File: src/rtl/servo_sched_pkg.sv
// servo_sched_pkg: shared state encoding, command bundle and defaults for the servo scan sequencer
package servo_sched_pkg;
  localparam int PWM_PERIOD_DEF = 2000000;
  localparam int CNT_W_DEF = 16;
  typedef enum logic [2:0] {
    S_IDLE,
    S_ALIGN,
    S_SWEEP,
    S_DWELL,
    S_STEP,
    S_ABORT,
    S_RETURN
  } state_t;
  typedef struct packed {
    logic x_fwd;
    logic x_rev;
    logic x_neu;
    logic x_zero;
    logic x_rtz;
    logic y_fwd;
    logic y_neu;
    logic y_zero;
    logic y_rtz;
    logic done;
  } cmd_t;
  function automatic logic abortable(input state_t s);
    return s inside {S_ALIGN, S_SWEEP, S_DWELL, S_STEP};
  endfunction
endpackage

File: src/rtl/period_tick_gen.sv
// period_tick_gen: free-running PWM period counter with a one-cycle tick on its last count
module period_tick_gen #(
  parameter int PWM_PERIOD = 2000000
) (
  input  logic PCLK,
  input  logic PRESET,
  output logic o_tick
);
  localparam int W = PWM_PERIOD > 1 ? $clog2(PWM_PERIOD) : 1;
  logic [W-1:0] r_cnt;
  assign o_tick = r_cnt == W'(PWM_PERIOD - 1);
  always_ff @(posedge PCLK) r_cnt <= PRESET || o_tick ? '0 : r_cnt + 1'b1;
endmodule

File: src/rtl/servo_scan_sequencer.sv
// servo_scan_sequencer: PWM-aligned boustrophedon pan/tilt raster scan; define SCAN_DWELL_EN for a neutral dwell after each sweep
module servo_scan_sequencer
  import servo_sched_pkg::*;
#(
  parameter int PWM_PERIOD = PWM_PERIOD_DEF,
  parameter int CNT_W = CNT_W_DEF
`ifdef SCAN_DWELL_EN
  , parameter int DWELL_PERIODS = 2
`endif
) (
  input  logic             PCLK,
  input  logic             PRESET,
  input  logic             start,
  input  logic             abort,
  input  logic [7:0]       cfg_rows,
  input  logic [CNT_W-1:0] cfg_row_periods,
  input  logic [CNT_W-1:0] cfg_step_periods,
  input  logic [CNT_W-1:0] cfg_rtz_periods,
  output logic             x_fwd,
  output logic             x_rev,
  output logic             x_neu,
  output logic             x_zero,
  output logic             x_rtz,
  output logic             y_fwd,
  output logic             y_neu,
  output logic             y_zero,
  output logic             y_rtz,
  output logic             busy,
  output logic             done,
  output logic [7:0]       row_idx
);
  state_t r_state, w_nxt;
  cmd_t r_cmd, w_cmd;
  logic [CNT_W-1:0] r_cnt, w_cnt, r_row_ld, r_step_ld, r_rtz_ld;
  logic [7:0] r_rows, r_row, w_row;
  logic r_busy, w_tick, w_accept, w_last, w_final;
  function automatic logic [CNT_W-1:0] ld(input logic [CNT_W-1:0] p);
    return p == '0 ? '0 : p - 1'b1;
  endfunction
  period_tick_gen #(.PWM_PERIOD(PWM_PERIOD)) u_tick (
    .PCLK(PCLK),
    .PRESET(PRESET),
    .o_tick(w_tick)
  );
  assign w_accept = r_state == S_IDLE && start && !abort;
  assign w_last = r_cnt == '0;
  assign w_final = r_row == r_rows - 8'd1;
  assign {x_fwd, x_rev, x_neu, x_zero, x_rtz, y_fwd, y_neu, y_zero, y_rtz, done} = r_cmd;
  assign busy = r_busy;
  assign row_idx = r_row;
  always_comb begin
    w_nxt = r_state;
    w_cnt = r_cnt;
    w_row = r_row;
    w_cmd = '0;
    if (w_tick && !w_last) w_cnt = r_cnt - 1'b1;
    if (abort && abortable(r_state)) begin
      w_nxt = S_ABORT;
      w_cmd.x_neu = 1'b1;
      w_cmd.y_neu = 1'b1;
    end else begin
      case (r_state)
        S_IDLE: if (w_accept) begin
          w_row = '0;
          w_nxt = cfg_rows == '0 ? S_IDLE : S_ALIGN;
          w_cmd.done = cfg_rows == '0;
          w_cmd.x_zero = cfg_rows != '0;
          w_cmd.y_zero = cfg_rows != '0;
        end
        S_ALIGN: if (w_tick) begin
          w_nxt = S_SWEEP;
          w_cnt = r_row_ld;
          w_row = '0;
          w_cmd.x_fwd = 1'b1;
        end
        S_SWEEP: if (w_tick && w_last) begin
          w_cmd.x_neu = 1'b1;
          if (w_final) begin
            w_nxt = S_RETURN;
            w_cnt = r_rtz_ld;
            w_cmd.x_rtz = 1'b1;
            w_cmd.y_rtz = 1'b1;
          end else begin
`ifdef SCAN_DWELL_EN
            w_nxt = S_DWELL;
            w_cnt = CNT_W'(DWELL_PERIODS > 0 ? DWELL_PERIODS - 1 : 0);
`else
            w_nxt = S_STEP;
            w_cnt = r_step_ld;
            w_cmd.y_fwd = 1'b1;
`endif
          end
        end
`ifdef SCAN_DWELL_EN
        S_DWELL: if (w_tick && w_last) begin
          w_nxt = S_STEP;
          w_cnt = r_step_ld;
          w_cmd.y_fwd = 1'b1;
        end
`endif
        S_STEP: if (w_tick && w_last) begin
          w_nxt = S_SWEEP;
          w_cnt = r_row_ld;
          w_row = r_row + 8'd1;
          w_cmd.y_neu = 1'b1;
          w_cmd.x_fwd = !w_row[0];
          w_cmd.x_rev = w_row[0];
        end
        S_ABORT: if (w_tick) begin
          w_nxt = S_RETURN;
          w_cnt = r_rtz_ld;
          w_cmd.x_rtz = 1'b1;
          w_cmd.y_rtz = 1'b1;
        end
        S_RETURN: if (w_tick && w_last) begin
          w_nxt = S_IDLE;
          w_cmd.done = 1'b1;
        end
        default: w_nxt = S_IDLE;
      endcase
    end
  end
  always_ff @(posedge PCLK) begin
    if (PRESET) begin
      r_state <= S_IDLE;
      r_cmd <= '0;
      r_cnt <= '0;
      r_row <= '0;
      r_busy <= 1'b0;
    end else begin
      r_state <= w_nxt;
      r_cmd <= w_cmd;
      r_cnt <= w_cnt;
      r_row <= w_row;
      r_busy <= w_nxt != S_IDLE;
    end
  end
  // a zero period count is latched as a one-period count
  always_ff @(posedge PCLK) begin
    if (w_accept) begin
      r_rows <= cfg_rows;
      r_row_ld <= ld(cfg_row_periods);
      r_step_ld <= ld(cfg_step_periods);
      r_rtz_ld <= ld(cfg_rtz_periods);
    end
  end
endmodule

File: config.mk
export PLATFORM = sky130hd
export DESIGN_NAME = servo_scan_sequencer
export DESIGN_NICKNAME = d
export VERILOG_FILES = /design/src/rtl/servo_sched_pkg.sv /design/src/rtl/period_tick_gen.sv /design/src/rtl/servo_scan_sequencer.sv
export SDC_FILE = /design/constraint.sdc
export NUM_CORES = 1
export LEC_CHECK = 0
export CAP_MARGIN = 20
export CORE_MARGIN = 2
export CORE_UTILIZATION = 51
export CTS_CLUSTER_SIZE = 24
export DETAILED_ROUTE_END_ITERATION = 16
export PLACE_DENSITY_LB_ADDON = 0.08
export SETUP_SLACK_MARGIN = 0.4
export SYNTH_ARGS = -nofsm -noshare
export SYNTH_HDL_FRONTEND = slang
export SYNTH_SLANG_ARGS = --single-unit
File: constraint.sdc
create_clock -name PCLK -period 2.95 [get_ports PCLK]
set_input_delay 0.885 -clock PCLK [delete_from_list [all_inputs] [get_ports PCLK]]
set_output_delay 0.885 -clock PCLK [all_outputs]
set_load 0.01 [all_outputs]
==> impl_results.md, run 1 <==
- Worst reg-to-reg setup slack: 210 ps
- Vias/cell: 5.79
- Post-synthesis compound-gate area fraction: 12.9%
- Final Skew: 8.34 ps
- Xor/xnor share of the synthesized area: 9.41%
- Num CTS Buffers: 17
- Routed length per instance: 17.5 um
- Final Critical Period: 2750 ps
- First-pass GRT wire length: 28500 um
- Crit Reg-Reg Startpoint: r_rows[1]
- Synth Area in Simple Gates: 28.0%
- R2r endpoint: r_cnt[10]
- Clock Tree Buf Depth: 2
- Top-area cell type share of the netlist area: 26.6%
- Mux contribution to synthesized area: 0.692%
- Synthesis-stage register bit count: 113
- Post-DP Area: 8090 um^2
- Filler instances: 802
- Post-Synth Adder-Cell Area: 1.58%
- Fin cells: 1059
- All-Layer GR Usage: 28.0%
- Max rail drop VDD: 0.347 mV
- Post-Synthesis Cells: 688
- Most numerous cell in the Yosys netlist: nor2_1
- Final setup violation count: 0
- Post-synth ARST share: 0%
- Design area: 9490 um^2
- GPL Wtd Cong: 0.950
- Clock share of power: 45.4%
- # clock sinks: 113
- Post-DP HPWL: 12300 um
- Avg Inst Size Synth: 9.20 um^2
- Internal: 3330 uW
- DIE HEIGHT: 115 um
- Port Buffers: 78
- Flop pwr share: 41.4%
- Share of post-route cells with drive strength above 1: 31.2%
- Max-cap violations: 0
- Combinational share of power: 13.2%
- Leakage Power: 0.00356 uW
- Post-synth EDFFs: 56
- WL final: 18500 um
- DRC Markers: 0
- Final core utilization: 78.7%
- Critical path endpoint category: flop
- Cell area after synthesis: 6330 um^2
- Total power: 4360 uW
- Crit path from: cfg_rtz_periods[0]
- Synth-to-Final Area Change: 49.9%
- Detail Route Antenna Nets: 0
- Fin crit share: 93.2%
- Hold Path Class: reg -> reg
- Required time worst endpoint: 3120 ps
- Antenna Cells: 0
- Cts hold-fix bufs: 0
- Sequential area share after synthesis: 44.6%
- Clk pin slew, worst setup/hold paths: 50 ps
- Switch share: 23.5%
- Largest net degree at the start of global routing: 57
- Worst R2R Path Depth: 12
- Vias in the first global route: 5822
- Initial DRC Count: 544
- Max-slew violations: 0
- Root Buffer: clkbuf_16
- CTS tree: yes
- Synth Flop Type: dfxtp_1
- Pwr dens: 459 nW/um^2
- Core box area: 12100 um^2
- Synth warn: 0
- Worst Setup Start Kind: primary input
- Rows: 40
- CP Data Arrival Time: 2920 ps
- Initial antenna violation count: 0
- Post-placement cell count: 993
- DRT Pass-1 Iters: 5
- Largest family of logic cells by synthesized area: simple AND/OR/NAND/NOR gates
- RSZ-0062 raised after global routing: true
- Biggest area consumer among synthesized cells: edfxtp_1
- Vias: 6127
- Largest cells by area after synthesis: edfxtp_1 27%, dfxtp_1 18%, nor2_1 6.0%, xnor2_1 5.5%, xor2_1 3.9%
- Max Clock Freq: 364 MHz
- Nets: 946
- Htree depth: 4
- Die Span X: 115 um
- Endpoints failing hold: 0
- Relative slew margins: 37.9%
- Total grt overflow: 0
- Worst-Margin Slew: 932 ps
- Crit path to: r_rtz_ld[13]
- Die Area: 13300 um^2
- Switching power: 1020 uW
- CP max FO: 6
- Hold_ws: 417 ps
- # IOs: 79
- Outcome: finished, final reports clean
- Skew-Pair Late Insertion Delay: 420 ps
- CP Class: in -> reg
- Syn nets: 756
- Yosys cell types: 68
- Commonest cells in the netlist: 102 x nor2_1, 65 x nand2_1, 57 x dfxtp_1
- Initial Util: 52.5%
-- per-layer routing --
| layer | global-route usage, % | vias to the layer above | wire length [um] |
|---|---|---|---|
| met5 | 0 | - | 0 |
| met4 | 14.8 | 0 | 727 |
| met3 | 6.01 | 64 | 1060 |
| met2 | 46.8 | 259 | 9350 |
| met1 | 33.9 | 2888 | 7400 |
| li1 | - | 2916 | - |
-- worst min-delay path by stage --
stage / startpoint / to / slack (ps) / cells past startpoint
global placement: u_tick.r_cnt[0] / u_tick.r_cnt[0] / 430 / 1
detailed placement: u_tick.r_cnt[0] / u_tick.r_cnt[0] / 440 / 1
global route: u_tick.r_cnt[0] / u_tick.r_cnt[0] / 430 / 1
floorplan: u_tick.r_cnt[0] / u_tick.r_cnt[0] / 420 / 1
finish: u_tick.r_cnt[0] / u_tick.r_cnt[0] / 420 / 1
CTS: u_tick.r_cnt[0] / u_tick.r_cnt[0] / 420 / 1
-- metrics by stage --
step / worst slack [ps] / setup TNS, ps
6_report: 201 / 0
5_1_grt: 102 / 0
4_1_cts: 193 / 0
3_5_place_dp: -491 / -12910
3_3_place_gp: -431 / -10780
2_1_floorplan: 41.5 / 0
-- flip-flops by register name, indices dropped and copies added (netlist names), 3 cells and up --
signal / count
r_rtz_ld: 16
r_state: 3
r_rows: 8
r_cnt: 16
row_idx: 8
r_step_ld: 16
u_tick.r_cnt: 21
r_row_ld: 16
-- what timing repair did --
action,in CTS,in global routing
cloned,3,1
pin swaps,33,43
resized for setup,87,78
buffers inserted,23,7
setup endpoints to repair,67,60
-- power by group through the flow --
| stage | combinational, uW | sequential (uW) | clock [uW] |
|---|---|---|---|
| after global routing | 622 | 1810 | 2080 |
| final | 577 | 1800 | 1980 |
| after CTS | 540 | 1800 | 2010 |
| after global placement | 492 | 1820 | 0 |
| after detailed placement | 506 | 1820 | 0 |
| after floorplan | 262 | 1800 | 0 |
-- area by class of cell --
class                   instances  area, um^2  area share (%)
well taps                     168         210            2.21
inverters                      20        96.3            1.01
multi-input cells             534        4030            42.5
clock inverters                 6        80.1           0.844
flip-flops and latches        113        2830            29.8
repair buffers                192        1750            18.4
clock buffers                  26         499            5.26
-- critical path: stages --
cell and delay, ps:
buf_2 120, inv_2 80, ha_4 140, nand2_4 50, or4_4 420, or3_1 310
or3_4 360, nor3_4 220, buf_6 140, buf_16 130, nor2_2 50
-- cells by family after synthesis --
kind of cell / after synthesis
multiplexers: 4
AO/OA/AOI/OAI: 112
buffers and inverters: 43
XOR/XNOR: 68
flip-flops: 113
AND/OR/NAND/NOR: 340
adder cells (fa/ha/maj): 8
-- cells in the final DEF (no fill, tap or decap), types with 6 or more instances in the layout --
master	n
nor2_4	10
nor2_1	85
and3_1	7
a22oi_1	7
nand2_1	61
edfxtp_1	56
dfxtp_1	54
nand3_1	18
xor2_1	28
nand4_1	9
clkdlybuf4s50_1	56
nand3b_1	6
o21ai_0	15
xnor2_1	40
clkbuf_16	18
buf_4	96
or3_1	6
a22o_1	8
a21oi_1	20
buf_6	14
inv_1	13
nand2b_1	10
nor4_1	11
nor3_1	24
dlymetal6s2s_1	9
nor2_2	7
nor3_2	9
or4_4	6
nor4_4	8
No activity file was read; power rests on OpenSTA's default activity.
==> inputs of run 2 (changes only) <==
CORE_ASPECT_RATIO = 1.1   (was default)
==> run 2 against run 1 <==
Combinational power grew 3%. Sequential share of layout area shrank 0.38 points. Wire length grew 3.9%. Design area grew 1.3%. Critical path depth shrank 1. Non-clock buffer count grew 8. Sequential cell count is the same. Register-to-register slack gained 70 ps. Final cell count shrank 0.66%. Clock power shrank 3%. Sequential power is essentially flat.
==> impl_results.md, run 2 (synthesis results as in run 1) <==
- GPL Wtd Cong: 0.946
- RSZ-0062 raised after global routing: true
- Max rail drop VDD: 0.405 mV
- DRC Markers: 0
- Design area: 9610 um^2
- Nets: 953
- Final Critical Period: 2810 ps
- Cts hold-fix bufs: 0
- WL final: 19300 um
- Routed length per instance: 18.3 um
- Max-cap violations: 0
- Vias/cell: 5.93
- Rows: 42
- Share of post-route cells with drive strength above 1: 32.2%
- Port Buffers: 78
- Clk pin slew, worst setup/hold paths: 50 ps
- Hold Path Class: reg -> reg
- Final Skew: 11.3 ps
- Initial DRC Count: 605
- Vias: 6234
- Post-DP Area: 8070 um^2
- Fin cells: 1052
- Most frequent cells in the layout: 98 x buf_4, 85 x nor2_1, 57 x nand2_1
- Final core utilization: 79.5%
- First-pass GRT wire length: 29000 um
- Final setup violation count: 0
- CP Data Arrival Time: 2980 ps
- Max-slew violations: 0
- DIE HEIGHT: 121 um
- WL met3: 1110 um
- Synth-to-Final Area Change: 51.8%
- DR top layer: met4
- Critical path endpoint category: flop
- Core box area: 12100 um^2
- Relative slew margins: 59.5%
- Worst Setup Start Kind: primary input
- Outcome: finished, final reports clean
- Pwr dens: 450 nW/um^2
- Die Area: 13300 um^2
- Detail Route Antenna Nets: 0
- Routed wl met2: 10100 um
- Met1 Wirelength: 7320 um
- CTS tree: yes
- All-Layer GR Usage: 28.6%
- Initial antenna violation count: 0
- Skew-Pair Late Insertion Delay: 420 ps
- Required time worst endpoint: 3120 ps
- CP Class: in -> reg
- Max FFs per register: 21
- Vias in the first global route: 6015
- Max Clock Freq: 355 MHz
- DRT Pass-1 Iters: 5
- Post-placement cell count: 978
- Num CTS Buffers: 17
- # clock sinks: 113
- Total grt overflow: 0
- Worst-Margin Slew: 607 ps
- Die Span X: 110 um
- Post-DP HPWL: 12500 um
- Antenna Cells: 0
- # IOs: 79
- Fin crit share: 95.4%
- Endpoints failing hold: 0
- Htree depth: 4
- Leakage Power: 0.00365 uW
- CP max FO: 6
- Reg with most FFs: u_tick.r_cnt
- Largest net degree at the start of global routing: 57
- Root Buffer: clkbuf_16
- Clock Tree Buf Depth: 2
- Commonest non-fill, non-tap cell in the layout: buf_4
- Initial Util: 52.4%
-- run 2: cell types whose count changed in the layout (fill, tap and decap cells not counted), sizes merged --
cell           before  now
bufinv              2    0
buf               118  129
dlygate4sd2         3    5
clkdlybuf4s50      56   52
clkbuf             32   31
nor2b               7    6
clkdlybuf4s15       0    2
-- run 2: final timing paths --
| path | startpoint | to | slack (ps) | cells after the start |
|---|---|---|---|---|
| setup / recovery | cfg_rtz_periods[3] | r_rtz_ld[8] | 140 | 10 |
| hold / removal | u_tick.r_cnt[0] | u_tick.r_cnt[0] | 440 | 1 |
| setup reg to reg | r_rows[0] | r_cnt[8] | 280 | 12 |
| hold reg to reg | u_tick.r_cnt[0] | u_tick.r_cnt[0] | 440 | 1 |
-- run 2: area by class of cell --
type	count	area [um^2]
clock inverter	4	20.0
sequential	113	2830
tap	154	193
multi-input combinational	533	4030
timing repair buffer	200	1900
inverter	20	96.3
fill	781	2470
clock buffer	28	548
-- run 2: worst max-delay path, stage by stage --
cell and delay, ps:
buf_8 100, nor3_4 240, nand2_4 90, or4_4 420, or3_4 330, or3_4 360
nor3_4 220, buf_6 140, buf_16 130, nor2_2 50
-- run 2: per-stage QoR --
step                TNS [ps]  hold slack [ps]  setup WS, ps  power [uW]
global route               0              466          51.7        4450
detailed placement    -14810              447          -555        2340
floorplan                  0              418          41.5        2060
CTS                        0              453           153        4290
global placement      -11070              437          -444        2320
finish                     0              444           136        4320
-- run 2: metal layers --
metal	GRT usage [%]	vias up
met4	13.8	0
met2	50.8	238
li1	-	2933
met5	0	-
met3	6.93	59
met1	31.4	3004
-- run 2: report_power, final --
| group | internal [uW] | switching [uW] | leakage (uW) |
|---|---|---|---|
| sequential | 1740 | 66.9 | 0.000980 |
| clock | 1250 | 673 | 0.000285 |
| combinational | 285 | 310 | 0.00239 |
| total | 3270 | 1050 | 0.00365 |
-- run 2: what timing repair did --
action,in CTS,in global routing
hold endpoints to repair,0,0
endpoints found under the setup margin,65,69
resized for setup,114,80
gates cloned,3,1
setup buffers,29,9
pin swaps,34,41
==> inputs of run 3 (changes only) <==
--- a/config.mk
+++ b/config.mk
@@ -10,3 +10,3 @@
 export CORE_MARGIN = 2
-export CORE_UTILIZATION = 51
+export CORE_UTILIZATION = 50
 export CTS_CLUSTER_SIZE = 24
@@ -18 +18,2 @@
 export SYNTH_SLANG_ARGS = --single-unit
+export TNS_END_PERCENT = 10
--- a/constraint.sdc
+++ b/constraint.sdc
@@ -3,2 +3,2 @@
 set_output_delay 0.885 -clock PCLK [all_outputs]
-set_load 0.01 [all_outputs]
+set_load 0.005 [all_outputs]
==> run 3 against run 2 <==
Hold slack improved by 2.6 ps. Utilization is 7.5 points lower. Non-clock buffer count fell by 23. Combinational power is 7.1% lower. Sequential share of layout area rose by 2.0 points. Clock power decreased by 2%. Highest routed layer unchanged.
==> impl_results.md, run 3 (synthesis results as in run 1) <==
- Total grt overflow: 0
- Reg with most FFs: u_tick.r_cnt
- Met1 GRT Util: 29.4%
- Pwr dens: 470 nW/um^2
- Commonest non-fill, non-tap cell in the layout: nor2_1
- Max-cap violations: 0
- Detail Route Antenna Nets: 0
- # IOs: 79
- Hold path depth: 1
- Initial Util: 50.7%
- Clock Tree Buf Depth: 2
- Final setup violation count: 0
- Max rail drop VDD: 0.384 mV
- Num CTS Buffers: 17
- Antenna Cells: 0
- Initial DRC Count: 462
- Min-delay src: u_tick.r_cnt[0]
- RSZ-0062 raised after global routing: true
- Critical path endpoint category: flop
- First-pass GRT wire length: 27300 um
- Largest net degree at the start of global routing: 57
- CP Data Arrival Time: 2930 ps
- Fin crit share: 93.6%
- R2r endpoint: r_cnt[12]
- Root Buffer: clkbuf_16
- WL final: 17000 um
- DRC Markers: 0
- GR Util met3: 5.22%
- GPL Wtd Cong: 0.919
- Worst Setup Start Kind: primary input
- Worst reg-to-reg setup slack: 210 ps
- Die Span X: 111 um
- Worst Hold Path EP: u_tick.r_cnt[0]
- Leakage Power: 0.00335 uW
- Pre-CTS setup slack: -480 ps
- Worst R2R Path Depth: 10
- Relative slew margins: 60.4%
- Clk pin slew, worst setup/hold paths: 50 ps
- CTS tree: yes
- Final core utilization: 72.1%
- DRT Pass-1 Iters: 5
- Filler instances: 971
- Met2 Use GR: 45.2%
- Hold Path Class: reg -> reg
- Most frequent cells in the layout: 96 x nor2_1, 90 x buf_4, 65 x clkdlybuf4s50_1
- Die Area: 13600 um^2
- CP max FO: 2
- Required time worst endpoint: 3120 ps
- Rows: 43
- GRT Max-Usage Layer: met2
- Skew-Pair Late Insertion Delay: 420 ps
- All-Layer GR Usage: 25.3%
- Port Buffers: 78
- Hold_ws: 446 ps
- Worst-Margin Slew: 593 ps
- Final Skew: 8.55 ps
- CP Class: in -> reg
- Post-DP HPWL: 12200 um
- Design area: 8990 um^2
- Nets: 929
- Outcome: finished, final reports clean
- Total power: 4230 uW
- Synth-to-Final Area Change: 42.0%
- Core box area: 12500 um^2
- Post-DP Area: 7960 um^2
- Final Critical Period: 2760 ps
- PnR worst setup slack: 188 ps
- Cts hold-fix bufs: 0
- # clock sinks: 113
- Vias in the first global route: 5769
- Endpoints failing hold: 0
- Htree depth: 4
- Max Clock Freq: 362 MHz
- Initial antenna violation count: 0
- Vias: 5893
- Crit Reg-Reg Startpoint: r_rows[0]
- Routed length per instance: 16.5 um
- Max FFs per register: 21
- Vias/cell: 5.72
- DIE HEIGHT: 122 um
- Share of post-route cells with drive strength above 1: 25.2%
- Max-slew violations: 0
## run 3: cell count changes in the layout (fill, tap and decap cells not counted), moves of 4 or more
cell,change
buf_12,-4
buf_4,-8
buf_6,-8
clkdlybuf4s50_1,+13
dlymetal6s2s_1,-4
nand2_1,+6
nor2_1,+11
nor2_2,-4
nor2_4,-7
o2bb2ai_1,+4
## run 3: area by class of cell
| cell class | instances | area (um^2) | share of cell area [%] |
|---|---|---|---|
| Multi-Input combinational cell | 532 | 3740 | 41.6 |
| Timing Repair Buffer | 177 | 1600 | 17.8 |
| Tap cell | 157 | 196 | 2.18 |
| Clock inverter | 6 | 30.0 | 0.334 |
| Sequential cell | 113 | 2830 | 31.4 |
| Clock buffer | 26 | 520 | 5.79 |
| Inverter | 20 | 78.8 | 0.876 |
## run 3: timing repair
item                                    in CTS  in global routing
pin swaps                                    8                 22
resized for setup                           56                 52
endpoints found under the hold margin        0                  0
setup buffers                                6                  8
endpoints found under the setup margin      68                 72
gates cloned                                 1                  0
## run 3: worst max-delay path, stage by stage
cell and delay, ps:
clkdlybuf4s50_1 440, or4_4 550, or4_4 500, or3_4 360, a21o_1 190
## run 3: how the worst max path moves through the flow
stage | start | end | depth (start not counted)
2_1_floorplan | cfg_row_periods[0] | r_row_ld[10] | 9
3_3_place_gp | cfg_rtz_periods[4] | r_rtz_ld[11] | 9
3_5_place_dp | cfg_rtz_periods[4] | r_rtz_ld[6] | 9
4_1_cts | u_tick.r_cnt[9] | r_cnt[15] | 7
5_1_grt | r_rows[0] | r_cnt[12] | 10
6_report | cfg_rtz_periods[8] | r_rtz_ld[15] | 5
## run 3: metrics by stage
step / cells / setup TNS [ps]
2_1_floorplan: 688 / -2.70
3_3_place_gp: 984 / -10120
3_5_place_dp: 984 / -12570
4_1_cts: 1023 / 0
5_1_grt: 1031 / 0
6_report: 1031 / 0
## run 3: power by group
| group | switching, uW | leakage (uW) | internal [uW] |
|---|---|---|---|
| clock network | 677 | 0.000279 | 1200 |
| logic | 277 | 0.00209 | 276 |
| registers | 60.0 | 0.000980 | 1740 |
| total | 1010 | 0.00335 | 3210 |
## run 3: layer usage
metal,vias to the layer above,share of wire [%]
li1,2890,-
met3,41,4.8
met5,-,0
met4,0,2.8
met1,2787,41
met2,175,52
==> RTL change 1: new RTL, settings of run 2 <==
Remove the register `r_busy`: a continuous assignment takes its place, so the output `busy` follows one clock earlier.
--- a/src/rtl/servo_scan_sequencer.sv
+++ b/src/rtl/servo_scan_sequencer.sv
@@ -128,3 +128,2 @@
       r_row <= '0;
-      r_busy <= 1'b0;
     end else begin
@@ -134,5 +133,6 @@
       r_row <= w_row;
-      r_busy <= w_nxt != S_IDLE;
     end
   end
+
+  assign r_busy = w_nxt != S_IDLE;
   // a zero period count is latched as a one-period count
Function: changed (a bounded check fails within 4 cycles, from zero or initial values and one cycle with PRESET high).
==> RTL change 1 against run 2 <==
  * The flow now finishes with violations (negative setup slack)
  * Worst setup slack worse by 620 ps
  * Total power down 18%
  * Clock power decreased by 36%
  * Maximum frequency decreased by 18%
  * Synthesized area shrank 1.7%
  * Sequential power shrank 2%
  * Cell count up 1.2%
  * Sequential cell count fell by 1
  * Combinational power fell by 1%
  * Wire length decreased by 8.1%
  * Count of clock-buffer cells in the layout decreased by 18
  * Cell area shrank 2.4%
  * Largest cell class unchanged
  * Largest power group is now sequential cells
==> RTL change 1: results (changes against run 2) <==
- Leak pwr: 0.00366 uW (was 0.00365 uW)
- Synth Area in Compound Gates: 0.127 (was 0.129)
- Main area contributors after synthesis: edfxtp_1 (27%), dfxtp_1 (18%), xnor2_1 (6.9%), nor2_1 (6.8%), xor2_1 (4.2%) (was edfxtp_1 (27%), dfxtp_1 (18%), nor2_1 (6.0%), xnor2_1 (5.5%), xor2_1 (3.9%))
- P_int: 2650 uW (was 3270 uW)
- Reg2reg setup slack: 140 ps (was 280 ps)
- Post-layout worst setup margin: -479 ps (was 136 ps)
- Most frequent cells after synthesis: nor2_1 (113), dfxtp_1 (56), edfxtp_1 (56) (was nor2_1 (102), nand2_1 (65), dfxtp_1 (57))
- Worst Tran Pin Value: 751 ps (was 607 ps)
- Critical path data arrival time: 2540 ps (was 2980 ps)
- Vias in the first global route: 6122 (was 6015)
- Layout cell share with drive strength beyond 1: 0.338 (was 0.322)
- CTS clk-pin slew, worst paths: 70 ps (was 50 ps)
- Placed cell area: 0.00830 mm^2 (was 0.00807 mm^2)
- RD Place Congestion: 0.912 (was 0.946)
- Sum Neg Setup Slack: -479 ps (was 0 ps)
- Vias: 6015 (was 6234)
- Peak VDD IR: 0.000304 V (was 0.000405 V)
- Synthesized cell area: 0.00623 mm^2 (was 0.00633 mm^2)
- CTS Buf Count: 9 (was 17)
- R2r worst-path depth: 10 (was 12)
- Largest net degree at the start of global routing: 58 (was 57)
- Final setup vio count: 1 (was 0)
- Failing checks: negative setup slack
- Final hold slack: 466 ps (was 444 ps)
- Multi-input gate area: 0.00370 mm^2 (was 0.00403 mm^2)
- Clock share of power: 0.341 (was 0.445)
- Min-Delay Endpoint: r_cnt[11]$_SDFF_PP0_ (was u_tick.r_cnt[0]$_SDFF_PP0_)
- P&R area growth vs syn: 50.7% (was 51.8%)
- Hold Path Origin: r_rtz_ld[11]$_SDFFCE_PN0P_ (was u_tick.r_cnt[0]$_SDFF_PP0_)
- Psw: 909 uW (was 1050 uW)
- Comb_multi_in: 503 (was 533)
- Status: finished, violations left (was completed)
- Placed Instances: 1010 (was 978)
- CTS resizes: 106 (was 114)
- FF+latch count, synth: 112 (was 113)
- Post-synthesis adder-cell area fraction: 0.0193 (was 0.0158)
- Final HPWL DP: 12.2 mm (was 12.5 mm)
- Clock buf count: 10 (was 28)
- Non-clk bufs: 258 (was 200)
- Total Routing Usage GR: 0.275 (was 0.286)
- Comb pwr: 589 uW (was 595 uW)
-- RTL change 1: cell types whose count changed after synthesis, moves of 6 or more --
| cell | run 2 | this run |
|---|---|---|
| a32oi_1 | 6 | 0 |
| nand2_1 | 65 | 40 |
| xnor2_1 | 40 | 49 |
| a211o_1 | 1 | 9 |
| o22ai_1 | 0 | 9 |
| nor2_1 | 102 | 113 |
| nor4_1 | 19 | 13 |
-- RTL change 1: routing by layer --
| layer | up-vias | global-route usage | share of wire |
|---|---|---|---|
| li1 | 2882 | - | - |
| met1 | 2917 | 0.306 | 0.39 |
| met2 | 151 | 0.498 | 0.53 |
| met3 | 65 | 0.0402 | 0.032 |
| met4 | 0 | 0.142 | 0.050 |
| met5 | - | 0 | 0 |
-- RTL change 1: worst max-delay path: stages (launching register included) --
cell,delay (ps)
dfxtp_2,330
or4_4,530
or4_4,550
nor3_4,210
buf_4,160
o221a_2,180
nand3_1,70
buf_2,150
==> RTL change 2: new RTL, settings of run 2 <==
Made on the original files. The package constant `CNT_W_DEF` goes from 16 to 32.
--- a/src/rtl/servo_sched_pkg.sv
+++ b/src/rtl/servo_sched_pkg.sv
@@ -3,3 +3,3 @@
   localparam int PWM_PERIOD_DEF = 2000000;
-  localparam int CNT_W_DEF = 16;
+  localparam int CNT_W_DEF = 32;
   typedef enum logic [2:0] {
Ports: changed (resized cfg_row_periods, cfg_rtz_periods and cfg_step_periods); port bits go from 79 to 127. The function was not compared with the original's and may differ.
==> RTL change 2 against run 2 <==
  * The run now ends with negative setup slack left
  * Synthesized area rose by 58%
  * Cell area is 67% higher
  * Wire length grew 94%
  * Sequential power up 61%
  * Worst setup slack got worse by 200 ps
  * Cell count grew 61%
  * Clock power grew 16%
  * First-iteration DRC count grew 82%
  * Sequential cell count up 64
  * Maximum frequency shrank 6.5%
  * Total power grew 52%
  * Largest cell class unchanged
  * Highest routed layer unchanged
==> RTL change 2: results (changes against run 2) <==
- First-pass GRT wire length: 50.4 mm (was 29.0 mm)
- Grt met3 use: 0.0432 (was 0.0693)
- Clock latency on the worst-skew pair: 440 ps (was 420 ps)
- Worst Tran Pin Value: 597 ps (was 607 ps)
- Multi-input gate area: 0.00674 mm^2 (was 0.00403 mm^2)
- Peak VDD IR: 0.000424 V (was 0.000405 V)
- Layout cell share with drive strength beyond 1: 0.405 (was 0.322)
- Reg2reg setup slack: 30 ps (was 280 ps)
- Synth cell types: 75 (was 68)
- Total Routing Usage GR: 0.316 (was 0.286)
- Final setup vio count: 30 (was 0)
- Wl on met1: 13.4 mm (was 7.32 mm)
- Placed Instances: 1578 (was 978)
- Syn Area/Cell: 9.48 um^2 (was 9.20 um^2)
- Critical path data arrival time: 3200 ps (was 2980 ps)
- Detailed Route Iter0 Violations: 1103 (was 605)
- Register area: 0.00459 mm^2 (was 0.00283 mm^2)
- Failing checks: negative setup slack
- Main area contributors after synthesis: edfxtp_1 (31%), dfxtp_1 (15%), xnor2_1 (6.8%), nor2_1 (6.4%), xor2_1 (4.6%) (was edfxtp_1 (27%), dfxtp_1 (18%), nor2_1 (6.0%), xnor2_1 (5.5%), xor2_1 (3.9%))
- CTS clk-pin slew, worst paths: 70 ps (was 50 ps)
- Post-layout worst setup margin: -60.0 ps (was 136 ps)
- Most frequent cells after synthesis: nor2_1 (171), edfxtp_1 (104), nand2_1 (81) (was nor2_1 (102), nand2_1 (65), dfxtp_1 (57))
- GR Layer Usage met2: 0.538 (was 0.508)
- CP max FO: 8 (was 6)
- Vias in the first global route: 9767 (was 6015)
- CP Capture Point: r_rtz_ld[6]$_SDFFCE_PN0P_ (was r_rtz_ld[8]$_SDFFCE_PN0P_)
- M1 GR Usage: 0.391 (was 0.314)
- Buffers on Ports: 126 (was 78)
- Ys flop type: edfxtp_1 (was dfxtp_1)
- Invs w/o clock: 22 (was 20)
- Vias per cell: 6.27 (was 5.93)
- CTS resizes: 257 (was 114)
- # fillers: 994 (was 781)
- FF+latch count, synth: 177 (was 113)
- Status: finished, violations left (was completed)
- Seq/Total Area, Yosys: 0.458 (was 0.446)
- Slowest stage cell, crit path: clkdlybuf4s50_1 (was or4_4)
- Non-clk bufs: 397 (was 200)
- Metal3 WL: 3.00 mm (was 1.11 mm)
- Reg-to-Reg Start: r_cnt[0]$_SDFF_PP0_ (was r_rows[0]$_DFFE_PP_)
==> RTL change 2: cells by family (layout without fill, tap and decap cells) <==
logic type               after synthesis  count (layout)  synth area share
adder cells (fa/ha/maj)                9               9            0.0110
AND/OR/NAND/NOR                      477             477             0.237
XOR/XNOR                             130             130             0.114
buffers and inverters                 64             451            0.0255
AO/OA/AOI/OAI                        188             188             0.144
multiplexers                          10              10            0.0111
flip-flops                           177             177             0.458
==> RTL change 2: power by group <==
part / switching [uW] / total [uW] / internal (uW)
Clock: 1030 / 2220 / 1190
Sequential: 123 / 2900 / 2780
Combinational: 784 / 1430 / 644
Total: 1940 / 6550 / 4610
==> RTL change 2: stage by stage <==
stage          utilization  instance area, um^2  hold slack, ps  TNS (ps)
6_report             0.838                16100             494     -1020
5_1_grt              0.838                16100             539     -2300
4_1_cts              0.786                15100             494         0
3_5_place_dp         0.690                13200             473    -46510
3_3_place_gp         0.690                13200             456    -42990
2_1_floorplan            -                10400             438     -9100
